==> src/rtl/snd_dac_out_if.sv <==
// Sample inputs from the sound sources and the 1-bit DAC pin outputs of snd_dac_out.
// slave = the DAC stage, master = whatever drives the sound sources.
interface snd_dac_out_if;
    logic [15:0] opl_snd;
    logic [15:0] tandy_snd;
    logic        speaker_in;
    logic        mute;
    logic        sample_strobe;
    logic        clip;
    logic        aud_l;
    logic        aud_r;

    modport slave (
        input  opl_snd, tandy_snd, speaker_in, mute,
        output sample_strobe, clip, aud_l, aud_r
    );

    modport master (
        output opl_snd, tandy_snd, speaker_in, mute,
        input  sample_strobe, clip, aud_l, aud_r
    );
endinterface

==> src/rtl/snd_dac_out.sv <==
// Mixes OPL2/Tandy/speaker at 1/SAMPLE_DIV, saturates, volume-ramps, sigma-delta to AUD pins (SND_DITHER_EN adds LFSR dither).
// Latency: pcm_u updates 3 edges after the strobe cycle; modulator adds 2 registered stages to the pins.
// Backpressure: none, inputs are sampled on the strobe and ignored otherwise.
module snd_dac_out #(
    parameter int SAMPLE_DIV  = 648,
    parameter int OPL_SHIFT   = 1,
    parameter int TANDY_SHIFT = 0,
    parameter int SPK_SHIFT   = 13
) (
    input  logic         clock,
    input  logic         reset,
    snd_dac_out_if.slave bus
);
    localparam int CNT_W = (SAMPLE_DIV > 1) ? $clog2(SAMPLE_DIV) : 1;
    localparam logic [CNT_W-1:0] CNT_LAST = CNT_W'(SAMPLE_DIV - 1);

    logic [CNT_W-1:0]   cnt;
    logic               strobe;
    logic [1:0]         spk_sync;
    logic [15:0]        opl_h;
    logic [15:0]        tandy_h;
    logic               spk_h;
    logic               s1_vld;
    logic               s2_vld;
    logic signed [23:0] opl_ext;
    logic signed [23:0] tandy_ext;
    logic signed [23:0] spk_ext;
    logic signed [23:0] sum;
    logic signed [15:0] sat;
    logic signed [15:0] sat_q;
    logic               over;
    logic               clip_q;
    logic [8:0]         level;
    logic signed [25:0] prod;
    logic [15:0]        pcm_u;
    logic [15:0]        mod_in;
    logic [16:0]        acc;
    logic               aud_q;
    logic               unused_prod;

    assign strobe = (cnt == CNT_LAST);

    always_ff @(posedge clock or posedge reset) begin
        if (reset) begin
            cnt      <= '0;
            spk_sync <= 2'b00;
        end else begin
            cnt      <= strobe ? '0 : cnt + 1'b1;
            spk_sync <= {spk_sync[0], bus.speaker_in};
        end
    end

    // Mix in 24 bits so no shifted term can overflow before the clamp.
    always_comb begin
        opl_ext   = {{8{opl_h[15]}}, opl_h} <<< OPL_SHIFT;
        tandy_ext = {{8{tandy_h[15]}}, tandy_h} <<< TANDY_SHIFT;
        spk_ext   = spk_h ? (24'sd1 <<< SPK_SHIFT) : 24'sd0;
        sum       = opl_ext + tandy_ext + spk_ext;
        over      = 1'b1;
        if (sum > 24'sd32767) begin
            sat = 16'sh7FFF;
        end else if (sum < -24'sd32768) begin
            sat = 16'sh8000;
        end else begin
            sat  = sum[15:0];
            over = 1'b0;
        end
    end

    assign prod        = 26'(sat_q) * 26'($signed({1'b0, level}));
    assign unused_prod = ^{prod[25:24], prod[7:0]};

    always_ff @(posedge clock or posedge reset) begin
        if (reset) begin
            opl_h   <= '0;
            tandy_h <= '0;
            spk_h   <= 1'b0;
            s1_vld  <= 1'b0;
            s2_vld  <= 1'b0;
            sat_q   <= '0;
            clip_q  <= 1'b0;
            level   <= '0;
            pcm_u   <= 16'h8000;
        end else begin
            s1_vld <= strobe;
            s2_vld <= s1_vld;
            clip_q <= s1_vld & over;
            if (strobe) begin
                opl_h   <= bus.opl_snd;
                tandy_h <= bus.tandy_snd;
                spk_h   <= spk_sync[1];
                if (bus.mute) begin
                    if (level != 9'd0) level <= level - 1'b1;
                end else begin
                    if (level != 9'd256) level <= level + 1'b1;
                end
            end
            if (s1_vld) sat_q <= sat;
            // Offset binary: flipping the sign bit maps -32768..32767 onto 0..65535.
            if (s2_vld) pcm_u <= {~prod[23], prod[22:8]};
        end
    end

`ifdef SND_DITHER_EN
    logic [15:0] lfsr;
    logic [16:0] dith_sum;

    always_ff @(posedge clock or posedge reset) begin
        if (reset) lfsr <= 16'hACE1;
        else       lfsr <= {1'b0, lfsr[15:1]} ^ (lfsr[0] ? 16'hB400 : 16'h0000);
    end

    assign dith_sum = {1'b0, pcm_u} + {15'b0, lfsr[1:0]};
    assign mod_in   = dith_sum[16] ? 16'hFFFF : dith_sum[15:0];
`else
    assign mod_in = pcm_u;
`endif

    // Carry out of the 16-bit accumulator is the density-modulated bitstream.
    always_ff @(posedge clock or posedge reset) begin
        if (reset) begin
            acc   <= '0;
            aud_q <= 1'b0;
        end else begin
            acc   <= {1'b0, acc[15:0]} + {1'b0, mod_in};
            aud_q <= acc[16];
        end
    end

    assign bus.sample_strobe = strobe;
    assign bus.clip          = clip_q;
    assign bus.aud_l         = aud_q;
    assign bus.aud_r         = aud_q;
endmodule

==> src/flat_wrapper.sv <==
// flat-port wrapper written by rule: the top's interface ports become plain ports
module snd_dac_out_flat 
#(
    parameter int SAMPLE_DIV  = 648,
    parameter int OPL_SHIFT   = 1,
    parameter int TANDY_SHIFT = 0,
    parameter int SPK_SHIFT   = 13
)
  (clock, reset, bus_opl_snd, bus_tandy_snd, bus_speaker_in, bus_mute, bus_sample_strobe, bus_clip, bus_aud_l, bus_aud_r);
  snd_dac_out_if bus_i ();
  input  logic clock;
  input  logic reset;
  input wire logic [$bits(bus_i.opl_snd)-1:0] bus_opl_snd;
  input wire logic [$bits(bus_i.tandy_snd)-1:0] bus_tandy_snd;
  input wire logic [$bits(bus_i.speaker_in)-1:0] bus_speaker_in;
  input wire logic [$bits(bus_i.mute)-1:0] bus_mute;
  output wire logic [$bits(bus_i.sample_strobe)-1:0] bus_sample_strobe;
  output wire logic [$bits(bus_i.clip)-1:0] bus_clip;
  output wire logic [$bits(bus_i.aud_l)-1:0] bus_aud_l;
  output wire logic [$bits(bus_i.aud_r)-1:0] bus_aud_r;
  assign bus_i.opl_snd = bus_opl_snd;
  assign bus_i.tandy_snd = bus_tandy_snd;
  assign bus_i.speaker_in = bus_speaker_in;
  assign bus_i.mute = bus_mute;
  assign bus_sample_strobe = bus_i.sample_strobe;
  assign bus_clip = bus_i.clip;
  assign bus_aud_l = bus_i.aud_l;
  assign bus_aud_r = bus_i.aud_r;
  snd_dac_out #(.SAMPLE_DIV(SAMPLE_DIV), .OPL_SHIFT(OPL_SHIFT), .TANDY_SHIFT(TANDY_SHIFT), .SPK_SHIFT(SPK_SHIFT)) u_core (.clock(clock), .reset(reset), .bus(bus_i));
endmodule
==> config.mk <==
export PLATFORM = sky130hd
export DESIGN_NAME = snd_dac_out_flat
export DESIGN_NICKNAME = d
export VERILOG_FILES = /design/src/rtl/snd_dac_out_if.sv /design/src/rtl/snd_dac_out.sv /design/src/flat_wrapper.sv
export SDC_FILE = /design/constraint.sdc
export NUM_CORES = 1
export LEC_CHECK = 0
export CORE_UTILIZATION = 33
export CTS_CLUSTER_DIAMETER = 120
export DETAILED_ROUTE_END_ITERATION = 16
export PLACE_DENSITY = 0.54
export SYNTH_ARGS = -nofsm -noshare
export SYNTH_HDL_FRONTEND = slang
export SYNTH_SLANG_ARGS = --single-unit
==> constraint.sdc <==
create_clock -name clock -period 13.75 [get_ports clock]
set_input_delay 2.0625 -clock clock [delete_from_list [all_inputs] [get_ports clock]]
set_output_delay 2.0625 -clock clock [all_outputs]
set_load 0.005 [all_outputs]
Word level (Yosys, flattened, before mapping)
Index checks and enable logic that the tools add are counted.
W data, S select, Z words.
- $add $sub $neg: 6
- $mul: 1
- div/mod/pow operators: 0
- order comparisons: 2
- equal/unequal tests: 3
- shift-type cells: 0
- mux-type cells: 9
- bitwise gates (word level): 2
- reductions and logical operators: 3
- operators with widths (kind ; count):
    $mux W16 ; 2
    $mux W9 ; 3
    $add A24 B24 Y24 ; 1
    $gt A24 B16 Y1 const B ; 1
    $lt A24 B16 Y1 const B ; 1
    $mul A16 B10 Y24 ; 1
    $add A17 B16 Y18 ; 1
    $add A16 B16 Y17 ; 1
    $mux W14 ; 1
    $add A10 B1 Y10 const B ; 1
    $eq A10 B10 Y1 const B ; 1
    $mux W10 ; 1
    $add A9 B1 Y9 const B ; 1
    $ne A9 B9 Y1 const B ; 1
    $reduce_bool A9 Y1 ; 1
    $sub A9 B1 Y9 const B ; 1
    $reduce_and A3 Y1 ; 1
    $mux W1 ; 2
    $ne A2 B1 Y1 const B ; 1
    $reduce_bool A2 Y1 ; 1
    $and A1 B1 Y1 ; 1
    $not A1 Y1 ; 1
- bits in registers: 107
- latch bits: 0
- RAM bits: 0
- memory bits (read-only): 0
- input port bits: 36
- output and inout port bits: 4
- memories: 0

Longest topological paths before layout
Gate-level depths: netlist of the first run.
- depth after elaboration: 6
- depth in mapped cells: 23
- mapped depth without buffers: 21

Least setup slack after synthesis of the first run
No wires, ideal clock.
- kind: reg-to-reg
- start: register u_core.level[3]
- end: register u_core.pcm_u[14], in the netlist u_core.mod_in[14]
- library setup time: 0.125 ns
- data arrival time: 5.551 ns
- path slack: 8.074 ns
- stages on the path, launching flop included: 20
- buffers on the path: 2
- path through: dfrtp_1 > clkbuf_1 > clkbuf_1 > nand2_1 > fa_1 > inv_1 > fa_1 > ha_1 > fa_1 > fa_1 > ha_1 > a211o_1 > a21o_1 > a221oi_2 > o21ai_1 > a211oi_2 > o21ai_1 > a31oi_1 > xnor2_1 > mux2_2
- word-level cells in the longest chain between the ends: 1
- ends and longest elaborated chain (element ; RTL line ; source):
    start, declared ; snd_dac_out.sv:33 ; logic [8:0] level;
    start signal, assigned ; snd_dac_out.sv:93 ; if (level != 9'd0) level <= level - 1'b1;
    start signal, assigned ; snd_dac_out.sv:95 ; if (level != 9'd256) level <= level + 1'b1;
    $mul A16 B10 Y24 ; snd_dac_out.sv:70 ; assign prod = 26'(sat_q) * 26'($signed({1'b0, level}));
    end signal, assigned ; snd_dac_out.sv:100 ; if (s2_vld) pcm_u <= {~prod[23], prod[22:8]};
    end, declared ; snd_dac_out.sv:35 ; logic [15:0] pcm_u;
Every way passes these cells.
A chain may end at the register's enable or synchronous reset.

Final worst setup path of the first run
Same ends and word-level chain as after synthesis.

==> results of run 1 <==
## how the worst max path moves through the flow
stage | from | to | slack [ns] | cells past startpoint
final | u_core.level[3] | u_core.mod_in[14] | 7.61 | 21
after global routing | u_core.level[3] | u_core.mod_in[14] | 7.22 | 21
after CTS | u_core.level[3] | u_core.mod_in[14] | 7.55 | 21
after detailed placement | u_core.level[3] | u_core.mod_in[14] | 7.58 | 21
after global placement | u_core.level[3] | u_core.mod_in[14] | 7.67 | 21
after floorplan | u_core.level[3] | u_core.mod_in[14] | 8.07 | 19
## stage by stage
stage	area [um^2]	std cells	hold WS (ns)	total power, mW	utilization (%)
after floorplan	10600	1126	0.331	0.329	-
after global placement	11300	1523	0.333	0.343	35.9
after detailed placement	11300	1523	0.335	0.343	35.9
after CTS	11600	1539	0.353	0.639	36.9
after global routing	11600	1539	0.362	0.652	36.9
final	11600	1539	0.351	0.627	36.9
## final cells by class
class                   instances  area, um^2  area share, %
clock buffers                   9         225           1.93
clock inverters                 7         103          0.881
inverters                     164         618           5.31
multi-input cells             808        7100           61.0
flip-flops and latches        107        2680           23.0
well taps                     402         503           4.32
repair buffers                 42         413           3.55
## critical path, cell delays in order (launching register included)
cell	delay, ns
dfrtp_1	0.73
nand2_1	0.17
fa_1	0.55
inv_1	0.05
fa_1	0.49
inv_1	0.05
fa_1	0.47
inv_1	0.05
fa_1	0.52
inv_1	0.05
fa_1	0.52
inv_1	0.04
ha_1	0.32
nand4_1	0.10
nor3_1	0.29
a221oi_2	0.15
o21ai_1	0.37
a211oi_2	0.17
o21ai_1	0.36
a31oi_1	0.15
xnor2_1	0.14
mux2_2	0.26
## routing by layer
layer / wire length, um / track usage, %
met2: 9490 / 22.8
met4: 186 / 2.85
met5: 0 / 0
met1: 10800 / 19.7
met3: 475 / 2.12
## sequential cells by signal, summed over array words and instances, names as in the netlist
signal	flops
u_core.s2_vld	1
u_core.bus.aud_l	1
u_core.spk_sync	2
u_core.opl_h	16
u_core.s1_vld	1
u_core.spk_h	1
u_core.cnt	10
u_core.sat_q	16
u_core.bus.clip	1
u_core.acc	17
u_core.level	9
u_core.tandy_h	16
u_core.mod_in	16
## placed cells by master (no fill, tap or decap), types with 9 or more instances in the layout
cell type / instances
a21o_1: 10
nand3_1: 18
mux2_2: 16
o21ai_0: 23
dfrtp_1: 106
a21oi_1: 29
clkbuf_16: 9
and3_1: 11
and2_1: 80
nor3_1: 12
fa_1: 117
nor2_1: 36
xor2_1: 22
nand2_1: 205
inv_1: 163
xnor2_1: 39
ha_1: 93
clkdlybuf4s50_1: 39
## kinds of logic (layout without fill, tap and decap cells)
logic type | count (synthesis) | after routing | synth area share, %
mux | 17 | 17 | 1.79
flops | 107 | 107 | 25.3
xor+xnor | 61 | 61 | 5.04
fa+ha+maj | 210 | 210 | 33.1
buf+inv | 211 | 222 | 7.74
simple gates | 394 | 394 | 17.6
compound gates | 126 | 126 | 9.48
## power by group through the flow
| stage | sequential (mW) | combinational, mW | clock, mW |
|---|---|---|---|
| finish | 0.315 | 0.0213 | 0.291 |
| global route | 0.315 | 0.0244 | 0.312 |
| CTS | 0.315 | 0.0222 | 0.303 |
| detailed placement | 0.321 | 0.0221 | 0 |
| global placement | 0.321 | 0.0219 | 0 |
| floorplan | 0.321 | 0.00830 | 0 |
==> metrics.txt, run 1 <==
Seq/Total Area, Yosys 25.3%; # rows 65; Seq pwr share 50.2%; Synth top cells by count nand2_1, inv_1, fa_1; first drt pass iteration count 4; Die Span Y 181 um; grt total ovfl 0; min-delay src u_core.acc[16]; Worst R2R End u_core.mod_in[14]; Primary FF master, synth dfrtp_1; dominant cells by area after synthesis dfrtp_1, fa_1, ha_1; worst r2r src u_core.level[3]; # DRC 0; TritonCTS clock tree done; hold_buf cts 0; core area 0.0316 mm^2; layout cells sized above 1 6.24%; reg-to-reg slack, setup 7.61 ns; cells on worst reg2reg path 21; Die Footprint 0.0328 mm^2; first-pass GRT wire length 37,300 um; Mapped Cells 1,126; GRT Overall Usage 14.0%; starting density of the core 33.6%; post-route minimum period 6.14 ns; unrepaired setup endpoints after global routing no; synth warn 0; # Post-CTS Setup Buffers 0; final worst slack 7.61 ns; root buf cell clkbuf_16; crit share post-route 44.7%; Mapped Avg Cell Area 9.42 um^2; Worst EP required 14.00 ns; via count of the first global-routing pass 7,621; #FFs+latches synth 107; Peak Freq 0.163 GHz; # diodes 0; Slew Limit Fails 0; critical path arrival 6.40 ns; switching power 0.154 mW; area of the mapped netlist 0.0106 mm^2; Startpoint Class register; Slew @ Worst Pin 0.969 ns; critical path fanouts, max 19; max-capacitance violation count 0; Layout fillers 3,248; largest net degree at the start of global routing 74; VDD IR max 58.2 uV; Setup WS pre-CTS 7.58 ns; Rel. slew slack 35.4%; combinational power share 3.4%; CP Class reg2reg; hold endpoint u_core.bus.aud_l; Internal 0.474 mW; count of cell types in the netlist 69; I/O pins 40; switch share 24.5%; CTS Sinks 107; Pleak 5.99 nW; routed len/inst 13.6 um; Setup TNS 0 ns; CTS Buffer Depth 2; # setup viols final 0; ys async rst share 100%; EDFF count, synth 0; most common cell in the netlist nand2_1; drt total wl 20,900 um; Nets 1,378; via count 7,186; ANT nets after route 0; GPL Wtd Cong 0.780; clk slew on worst S/H paths 0.09 ns; Synth top area share 25.0%; Final Skew 0.0108 ns; Port-buffer cells 39; status completed; Iter 0 DRT Violations 320; drt via density 4.67; CP Capture Type register; Horiz. Die Dim 181 um; post-detail-place hpwl 16,100 um; P per Cell Area 53.9 mW/mm^2; syn nets 1,372; final number of hold-violating endpoints 0; clock power share 46.4%; Hold Crit Class reg2reg; Worst Hold Path Cells 0; clk_lat worst skew 0.37 ns; CTS H-tree depth 3; TritonCTS Buffers 9; initial antenna violation count 0; Post-CTS Resized 0; synthesis-to-finish area growth 9.82%; area leader, netlist dfrtp_1
Note: power is estimated with default switching activity, not from simulation.
==> inputs of run 2 (changes only) <==
==> constraint.sdc (replaced) <==
create_clock -name clock -period 6.4 [get_ports clock]
set_input_delay 0.96 -clock clock [delete_from_list [all_inputs] [get_ports clock]]
set_output_delay 0.96 -clock clock [all_outputs]
set_load 0.005 [all_outputs]
==> metrics.txt, run 2 (synthesis gave the netlist of run 1 again) <==
status completed; # diodes 0; CTS Sinks 107; Biggest register u_core.acc; core area 0.0316 mm^2; Post-CTS Resized 0; synthesis-to-finish area growth 10.1%; Worst EP required 6.67 ns; routed len/inst 13.6 um; Final Skew 0.0167 ns; clk_lat worst skew 0.38 ns; layout cells sized above 1 6.90%; Rel. slew slack 37.4%; Slew @ Worst Pin 0.940 ns; grt total ovfl 0; TritonCTS clock tree done; met2 GRT Util 22.5%; Global Route met3 Usage 2.18%; CTS Buffer Depth 2; root buf cell clkbuf_16; CP Class reg2reg; Startpoint Class register; VDD IR max 128 uV; Hold Crit Class reg2reg; Port-buffer cells 39; critical path arrival 6.20 ns; unrepaired setup endpoints after global routing no; Worst Hold Path Cells 0; commonest non-fill, non-tap cell in the layout nand2_1; post-detail-place hpwl 16,200 um; CP Capture Type register; Die Span Y 181 um; Setup TNS 0 ns; Die Footprint 0.0328 mm^2; largest net degree at the start of global routing 74; drt total wl 21,100 um; GRT Overall Usage 14.1%; crit share post-route 92.7%; gr busiest metal met2; # Post-CTS Setup Buffers 0; CTS H-tree depth 3; critical path fanouts, max 11; final number of hold-violating endpoints 0; starting density of the core 33.6%; Pleak 6.02 nW; cells on worst reg2reg path 21; drt via density 4.62; first drt pass iteration count 5; reg-to-reg slack, setup 0.47 ns; first-pass GRT wire length 37,600 um; TritonCTS Buffers 9; Peak Freq 0.169 GHz; Horiz. Die Dim 181 um; P per Cell Area 112 mW/mm^2; max-capacitance violation count 0; # DRC 0; met1 usage 20.0%; Iter 0 DRT Violations 394; via count 7,143; post-route minimum period 5.93 ns; # setup viols final 0; # rows 65; hold_buf cts 0; Hold Slack 0.352 ns; via count of the first global-routing pass 7,645; GPL Wtd Cong 0.836; I/O pins 40; most frequent cells in the layout nand2_1, inv_1, fa_1; Slew Limit Fails 0; ANT nets after route 0; Layout fillers 3,188; initial antenna violation count 0; clk slew on worst S/H paths 0.09 ns; max FFs per register 17; Nets 1,386
run 2: cell types whose count changed in the layout (fill, tap and decap cells not counted), sizes merged:
| cell | before | now |
|---|---|---|
| buf | 3 | 11 |
| bufinv | 1 | 0 |
| clkinv | 3 | 4 |
run 2: critical path: stages (launching register included):
cell,delay (ns)
dfrtp_1,0.56
nand2_1,0.14
fa_1,0.54
inv_1,0.05
fa_1,0.51
inv_1,0.05
fa_1,0.48
inv_1,0.06
fa_1,0.53
inv_1,0.05
fa_1,0.52
inv_1,0.04
ha_1,0.33
nand4_1,0.10
nor3_1,0.07
a221oi_2,0.43
o21ai_1,0.24
a211oi_2,0.33
o21ai_1,0.21
a31oi_1,0.23
xnor2_1,0.09
mux2_2,0.26
run 2: per-layer routing:
metal / up-vias / routed length, um / part of all wire, %
met5: - / 0 / 0
met4: 0 / 180 / 0.85
met3: 13 / 582 / 2.8
met2: 98 / 9440 / 45
met1: 3443 / 10900 / 52
li1: 3589 / - / -
run 2: cell type report:
cell class                 instances  area (um^2)  share of cell area, %
clock buffer                       9          225                   1.93
clock inverter                     7         77.6                  0.664
inverter                         164          618                   5.29
multi-input combinational        808         7100                   60.8
sequential                       107         2680                   22.9
tap                              402          503                   4.31
timing repair buffer              50          473                   4.05
run 2: power by group:
part           total, mW  internal, mW  switching [mW]
Sequential         0.676         0.676        0.000143
Combinational     0.0458        0.0232          0.0226
Clock              0.585         0.278           0.307
Total               1.31         0.978           0.329
run 2: path summary, 6_finish.rpt:
path,start,to
min in group asynchronous,reset,u_core.cnt[6]
hold reg to reg,u_core.acc[16],u_core.bus.aud_l
hold / removal,u_core.acc[16],u_core.bus.aud_l
setup / recovery,u_core.level[3],u_core.mod_in[14]
setup reg to reg,u_core.level[3],u_core.mod_in[14]
max in group asynchronous,reset,u_core.mod_in[15]
run 2: stage by stage:
stage                     total power, mW  utilization, %  area (um^2)  instances  setup WS, ns
final                                1.31            37.0        11700       1547         0.470
after floorplan                     0.708               -        10600       1126         0.724
after CTS                            1.33            37.0        11700       1547         0.426
after detailed placement            0.737            36.0        11400       1531         0.416
after global placement              0.737            36.0        11400       1531         0.553
after global routing                 1.36            37.0        11700       1547        0.0518
==> inputs of run 3 (changes only) <==
--- a/config.mk
+++ b/config.mk
@@ -5,6 +5,7 @@
 export SDC_FILE = /design/constraint.sdc
 export NUM_CORES = 1
 export LEC_CHECK = 0
+export ABC_CLOCK_PERIOD_IN_PS = 6400
 export CORE_UTILIZATION = 33
 export CTS_CLUSTER_DIAMETER = 120
 export DETAILED_ROUTE_END_ITERATION = 16
==> results of run 3 <==
No change in the layout: final DEF, timing and power equal those of run 2.
